==> config.mk <==
export PLATFORM = sky130hd
export DESIGN_NAME = sub2_serializer
export DESIGN_NICKNAME = d
export VERILOG_FILES = /design/src/rtl/sub2_serializer.sv
export SDC_FILE = /design/constraint.sdc
export NUM_CORES = 1
export LEC_CHECK = 0
export ABC_AREA = 1
export CELL_PAD_IN_SITES_DETAIL_PLACEMENT = 0
export CELL_PAD_IN_SITES_GLOBAL_PLACEMENT = 1
export CORE_ASPECT_RATIO = 0.6
export CORE_MARGIN = 3
export CORE_UTILIZATION = 42
export DETAILED_ROUTE_END_ITERATION = 10
export PLACE_DENSITY_LB_ADDON = 0.25
export SKIP_LAST_GASP = 1
export SLEW_MARGIN = 30
export SYNTH_ARGS = -nofsm -noshare
export SYNTH_HDL_FRONTEND = slang
export SYNTH_SLANG_ARGS = --single-unit
==> constraint.sdc <==
create_clock -name clk -period 4.8 [get_ports clk]
set_input_delay 0.48 -clock clk [delete_from_list [all_inputs] [get_ports clk]]
set_output_delay 0.48 -clock clk [all_outputs]
set_load 0.05 [all_outputs]
==> src/rtl/sub2_serializer.sv <==
// sub2_serializer: buffers sub1 result bundles in a DEPTH-entry FIFO and replays each as 7 my_t beats.
// Optional bundle counter enabled with the SUB2_STATS_EN macro.

package my_pkg;
  typedef logic [7:0] my_t;
endpackage

package lib_pkg;
  typedef logic [7:0] our_t;
endpackage

module sub2_serializer #(
  parameter int DEPTH = 2
) (
  input  logic               clk,
  input  logic               rst,
  input  logic               in_valid,
  output logic               in_ready,
  input  my_pkg::my_t        in_e,
  input  lib_pkg::our_t      in_f,
  input  my_pkg::my_t [0:2]  in_g,
  input  my_pkg::my_t        in_h [3],
  output logic               out_valid,
  input  logic               out_ready,
  output my_pkg::my_t        out_data,
  output lib_pkg::our_t      out_f,
  output logic [2:0]         out_idx,
  output logic               out_last
`ifdef SUB2_STATS_EN
  ,
  output logic [15:0]        bundle_cnt
`endif
);

  localparam int CNT_W = $clog2(DEPTH + 1);
  localparam int PTR_W = (DEPTH > 1) ? $clog2(DEPTH) : 1;

  typedef struct packed {
    my_pkg::my_t        e;
    lib_pkg::our_t      f;
    my_pkg::my_t [0:2]  g;
    my_pkg::my_t [0:2]  h;
  } bundle_t;

  typedef enum logic {IDLE, SEND} state_t;

  bundle_t            mem [DEPTH];
  bundle_t            in_bundle;
  bundle_t            head;
  my_pkg::my_t        elem;
  logic [PTR_W-1:0]   wr_ptr;
  logic [PTR_W-1:0]   rd_ptr;
  logic [CNT_W-1:0]   count;
  logic [2:0]         bc;
  state_t             state;
  logic               push;
  logic               pop;

  function automatic logic [PTR_W-1:0] ptr_inc(input logic [PTR_W-1:0] p);
    return (p == PTR_W'(DEPTH - 1)) ? '0 : p + PTR_W'(1);
  endfunction

  assign in_ready = (count < CNT_W'(DEPTH));
  assign push     = in_valid && in_ready;
  assign pop      = (state == SEND) && out_ready && (bc == 3'd6);

  always_comb begin
    in_bundle.e = in_e;
    in_bundle.f = in_f;
    in_bundle.g = in_g;
    for (int i = 0; i < 3; i++) in_bundle.h[i] = in_h[i];
  end

  // NOTE: the storage array carries no reset; count and pointers alone decide which entries are live.
  always_ff @(posedge clk) begin
    if (push) mem[wr_ptr] <= in_bundle;
  end

  always_ff @(posedge clk or posedge rst) begin
    if (rst) begin
      wr_ptr <= '0;
      rd_ptr <= '0;
      count  <= '0;
      bc     <= 3'd0;
      state  <= IDLE;
    end else begin
      if (push) wr_ptr <= ptr_inc(wr_ptr);
      if (pop)  rd_ptr <= ptr_inc(rd_ptr);
      if (push && !pop)      count <= count + CNT_W'(1);
      else if (!push && pop) count <= count - CNT_W'(1);

      case (state)
        IDLE: begin
          if (count != '0) state <= SEND;
        end
        SEND: begin
          if (out_ready) begin
            if (bc == 3'd6) begin
              bc <= 3'd0;
              // Stay in SEND when a push refills the slot being popped: no bubble.
              if (count == CNT_W'(1) && !push) state <= IDLE;
            end else begin
              bc <= bc + 3'd1;
            end
          end
        end
        default: state <= IDLE;
      endcase
    end
  end

  // Outputs decode only registered state, so they hold while stalled and clear at once on reset.
  always_comb begin
    head = mem[rd_ptr];
    case (bc)
      3'd0:    elem = head.e;
      3'd1:    elem = head.g[0];
      3'd2:    elem = head.g[1];
      3'd3:    elem = head.g[2];
      3'd4:    elem = head.h[0];
      3'd5:    elem = head.h[1];
      3'd6:    elem = head.h[2];
      default: elem = '0;
    endcase
  end

  assign out_valid = (state == SEND);
  assign out_data  = out_valid ? elem : '0;
  assign out_f     = out_valid ? head.f : '0;
  assign out_idx   = bc;
  assign out_last  = out_valid && (bc == 3'd6);

`ifdef SUB2_STATS_EN
  logic [15:0] bundle_cnt_q;

  always_ff @(posedge clk or posedge rst) begin
    if (rst) bundle_cnt_q <= 16'd0;
    else if (pop && bundle_cnt_q != 16'hFFFF) bundle_cnt_q <= bundle_cnt_q + 16'd1;
  end

  assign bundle_cnt = bundle_cnt_q;
`endif

endmodule

---- After elaboration in Yosys (flattened, before gate mapping) ----
Memories as Yosys holds them, arrays and structs flattened.
Cells that the tools add are included.
word-level totals
  flip-flop bits (word level) ............. 8
  latch bits .............................. 0
  RAM bits ................................ 128
  memory bits (read-only) ................. 0
  input bits .............................. 68
  output and inout port bits .............. 22
  logic and storage cells ................. 48
  memories kept ........................... 1
operators by class
  $add $sub $neg .......................... 5
  multipliers ............................. 0
  div/mod/pow operators ................... 0
  order comparisons ....................... 1
  equality and inequality tests ........... 7
  shift-type cells ........................ 0
  multiplexer cells ....................... 15
  bitwise operators ....................... 1
  reduce and logical (&&, ||, !) cells .... 13
memories
  memory  words  bits a word  rd ports  clocked after memory_dff  wr ports  RTL line  text
  mem     2      64           1         0                         1         47        bundle_t mem [DEPTH];
operators with widths
  cell                 number
  $pmux 8 s7           1
  $mux 8               2
  $eq 3x3->1 const B   3
  $mux 1               8
  $logic_and 1x1->1    7
  $eq 3x2->1 const B   2
  $mux 2               2
  $reduce_bool 2->1    2
  $add 3x1->3 const B  1
  $eq 3x1->1 const B   1
  $logic_not 3->1      1
  $mux 3               1
  $add 1x1->1 const B  2
  $add 2x1->2 const B  1
  $eq 2x1->1 const B   1
  $logic_not 1->1      2
  $lt 2x2->1 const B   1
  $pmux 1 s2           1
  $reduce_and 2->1     1
  $sub 2x1->2 const B  1
  $not 1->1            1

---- Longest topological paths before layout ----
  depth after elaboration ................. 8
  gate-level depth with buffers ........... 8
  depth with buffers taken out ............ 7

---- Worst setup path before layout ----
Ideal clock, no wire load.
  path type ............................... register to register
  from .................................... reg count[1]
  to ...................................... mem mem[0][0] (netlist bit) (enable)
  setup time .............................. 487 ps
  arrival ................................. 3657 ps
  data required time ...................... 4313 ps
  path slack .............................. 656 ps
  cell stages (with the launch flop) ...... 4
  cell sequence ........................... dfrtp_1 > inv_1 > nand2_1 > nor2_1
between the ends
  cells in the longest elaborated chain, start to end .. 4
RTL lines
  element                       RTL line  text
  start, declared               53        logic [CNT_W-1:0] count;
  start signal, assigned        89        if (push && !pop) count <= count + CNT_W'(1);
  start signal, assigned        90        else if (!push && pop) count <= count - CNT_W'(1);
  $lt 2x2->1                    63        assign in_ready = (count < CNT_W'(DEPTH));
  net in_ready                  18        output logic in_ready,
  $logic_and 1x1->1             64        assign push = in_valid && in_ready;
  $mux 1                        76        if (push) mem[wr_ptr] <= in_bundle;
  $mux 1 (implied by the code)  76
  end, declared                 47
The timed path passes the listed nets, and every way through them passes these cells.

---- Final worst setup path ----
  from .................................... reg rd_ptr
  to ...................................... out out_data[3]
between the ends
  cells in the longest elaborated chain, start to end .. 3
RTL lines
  element                 RTL line  text
  start, declared         52        logic [PTR_W-1:0] rd_ptr;
  start signal, assigned  88        if (pop) rd_ptr <= ptr_inc(rd_ptr);
  $mem_v2 2x64            n/a
  $pmux 8 s7              115       case (bc)
  $mux 8                  128       assign out_data = out_valid ? elem : '0;
  end, declared           25        output my_pkg::my_t out_data,
Every way passes these cells.

==> impl_results.md <==
* Outcome: complete, no violations
* Routed Wire Length at 12560 µm
* Setup Total Neg Slack at 0 ns
* Core Area at 12450 µm²
* Initial antenna violation count at 0
* Dpl hpwl at 8376 µm
* Port bufs at 89
* DIE AREA at 14660 µm²
* Filler cells at 1006
* Final period util at 74.42%
* Chip height at 94.99 µm
* Clock tree sinks at 136
* Post-synthesis cell count at 493
* Rel. slew slack at 58.88%
* Post-route DRC at 0
* Via/cell ratio at 4.788
* Area Overhead vs Synth at 30.47%
* Non-filler instance count after layout at 772
* Worst-Skew Late Latency at 0.41 ns
* P_int at 0.002824 W
* Slew @ Worst Pin at 0.6168 ns
* DRT antenna net count at 0
* Drt first pass iters at 4
* CTS tree: yes
* Max Freq at 280.0 MHz
* CP startpoint kind: flip-flop
* Largest net degree at the start of global routing at 61
* Comb power frac at 38.6%
* Inst Count DP at 739
* Sequential-to-total area share from yosys stat at 72.96%
* Sw Share at 40.23%
* Ports at 90
* Final Hold Fails at 0
* Starting Density at 44.52%
* Layout Utilization at 58.08%
* CP Data Arrival Time at 3.09 ns
* Power per Cell Area at 653.3 nW/µm²
* Max-cap violations at 0
* Leak Pwr at 2.866 nW
* Yosys warns at 0
* Clock Skews at 0.006721 ns
* PnR worst setup slack at 1.228 ns
* First-pass GRT wire length at 19280 µm
* Via Count at 3696
* N_diodes at 0
* H-tree depth at 4
* Fin nets at 666
* P_sw at 0.001901 W
* Endpoints failing setup at 0
* Clk root buf: clkbuf_16
* CP Max Fanout at 34
* Class of the worst hold path: input port to async pin
* RSZ-0062 raised after global routing: no
* Dpl ws at 1.685 ns
* Clock share of power at 25.1%
* FF+latch count, synth at 136
* Slew Limit Fails at 0
* VDD IR max at 0.3455 mV
* Synthesized area at 5543 µm²
* Clk slew on worst S/H paths at 0.06 ns
* Layout cell share with drive strength beyond 1 at 8.402%
* Die width at 154.3 µm
* Multi-input gate area at 1346 µm²
* DR iter-0 viols at 261
* CP Class: flip-flop to output pin
* Synth Area per Inst at 11.24 µm²
* Avg WL per Cell at 16.27 µm
* Total global-route track usage at 17.68%
* Postcts setup bufs at 0
* Vias in the first global route at 3442
* Final Critical Period at 3.572 ns
* CTS buffer count at 17
* Netlist cell types at 21
* Type of destination of the critical path: output pin
* Syn nets at 565
* Congestion Overflow GR at 0
* Worst Path Required at 4.32 ns
* Num rows at 31
* Reg area at 4045 µm²
* PostCTS Resize Cnt at 0
* Clock tree buffer depth at 2
* Reg power frac at 36.4%
* Post-CTS Hold Buffers at 0
* GPL Wtd Cong at 0.7778
==> worst paths after layout <==
kind | endpoint | startpoint | depth (start not counted) | slack, ns
max in group asynchronous | rd_ptr$_DFFE_PP0P_ | rst | 2 | 4.21
min in group clk | count[1]$_DFFE_PP0P_ | count[1]$_DFFE_PP0P_ | 2 | 0.49
setup / recovery | out_data[3] | rd_ptr$_DFFE_PP0P_ | 8 | 1.23
setup reg to reg | mem[0][15]$_DFFE_PP_ | count[1]$_DFFE_PP0P_ | 5 | 2.71
hold / removal | wr_ptr$_DFFE_PP0P_ | rst | 2 | 0.32
hold reg to reg | count[1]$_DFFE_PP0P_ | count[1]$_DFFE_PP0P_ | 2 | 0.49
==> state kept, by name, summed over array words and instances, names as in the netlist <==
signal     cells
out_valid      1
count          2
wr_ptr         1
rd_ptr         1
mem          128
out_idx        3
==> cells in the mapped netlist <==
cell type / n / area, µm²
a21oi_1: 15 / 75.07
xor2_1: 3 / 26.28
a32oi_1: 1 / 8.760
xnor2_1: 1 / 8.760
nor2_1: 40 / 150.1
ha_1: 4 / 50.05
nand2_1: 230 / 863.3
buf_2: 8 / 40.04
buf_4: 5 / 37.54
clkbuf_1: 2 / 7.510
o31ai_1: 1 / 7.510
nor2_2: 2 / 12.51
nor2_4: 2 / 22.52
dfrtp_1: 8 / 200.2
edfxtp_1: 128 / 3844
nand3_1: 9 / 45.04
inv_1: 16 / 60.06
o21ai_0: 11 / 55.05
clkinv_1: 1 / 3.750
inv_2: 5 / 18.77
a31oi_1: 1 / 6.260
==> final cells by class <==
cell class	count	area share, %
flip-flops and latches	136	55.93
multi-input cells	320	18.62
repair buffers	97	13.88
clock buffers	17	5.882
well taps	165	2.855
clock inverters	15	1.696
inverters	22	1.142
==> layer usage <==
| metal | GRT usage [%] | vias up | wire length, µm |
|---|---|---|---|
| li1 | - | 1845 | - |
| met1 | 26.89 | 1712 | 6326 |
| met2 | 24.64 | 124 | 5281 |
| met3 | 4.441 | 15 | 819 |
| met4 | 5.952 | 0 | 137 |
| met5 | 0 | - | 0 |
==> critical path, cell delays in order, from the launching register on <==
cell and delay (ns):
dfrtp_2 0.76, buf_4 0.44, nand2_1 0.09, nand2_1 0.09, nand2_1 0.06, nand2_1 0.08
nor2_1 0.07, a21oi_1 0.21, clkdlybuf4s50_1 0.85
==> metrics by stage <==
| step | hold slack [ns] | instance area, µm² | total power [W] |
|---|---|---|---|
| 2_1_floorplan | 0.2957 | 5543 | 0.002947 |
| 3_3_place_gp | 0.4734 | 6629 | 0.003530 |
| 3_5_place_dp | 0.4746 | 6656 | 0.003558 |
| 4_1_cts | 0.3263 | 7204 | 0.004747 |
| 5_1_grt | 0.3549 | 7232 | 0.004986 |
| 6_report | 0.3187 | 7232 | 0.004725 |
==> power groups by stage <==
| stage | clock [W] | combinational [W] | sequential [W] |
|---|---|---|---|
| final | 0.00118 | 0.00182 | 0.00172 |
| after floorplan | 0 | 0.00121 | 0.00174 |
| after global routing | 0.00126 | 0.00198 | 0.00174 |
| after CTS | 0.00120 | 0.00182 | 0.00172 |
| after detailed placement | 0 | 0.00182 | 0.00174 |
| after global placement | 0 | 0.00179 | 0.00174 |
==> placed cells by master, fill, tap and decap left out, types with 3 or more instances in the layout <==
cell / synthesis / final
a21oi_1: 15 / 15
inv_2: 5 / 5
nand2_1: 230 / 230
clkbuf_16: 0 / 17
clkinvlp_4: 0 / 5
inv_1: 16 / 16
o21ai_0: 11 / 11
clkdlybuf4s50_1: 0 / 89
edfxtp_1: 128 / 128
nand3_1: 9 / 9
dfrtp_1: 8 / 7
buf_4: 5 / 5
ha_1: 4 / 4
clkinv_4: 0 / 5
nor2_4: 2 / 4
xor2_1: 3 / 3
inv_6: 0 / 3
nor2_1: 40 / 38
==> kinds of logic (layout without fill, tap and decap cells) <==
| logic type | count (synthesis) | after routing | share of synthesized area [%] |
|---|---|---|---|
| AND/OR/NAND/NOR | 283 | 283 | 19.73 |
| flip-flops | 136 | 136 | 72.96 |
| buffers and inverters | 37 | 151 | 3.025 |
| AO/OA/AOI/OAI | 29 | 29 | 2.754 |
| adder cells (fa/ha/maj) | 4 | 4 | 0.9030 |
| XOR/XNOR | 4 | 4 | 0.6322 |
Power figures use the tool's default switching activity.
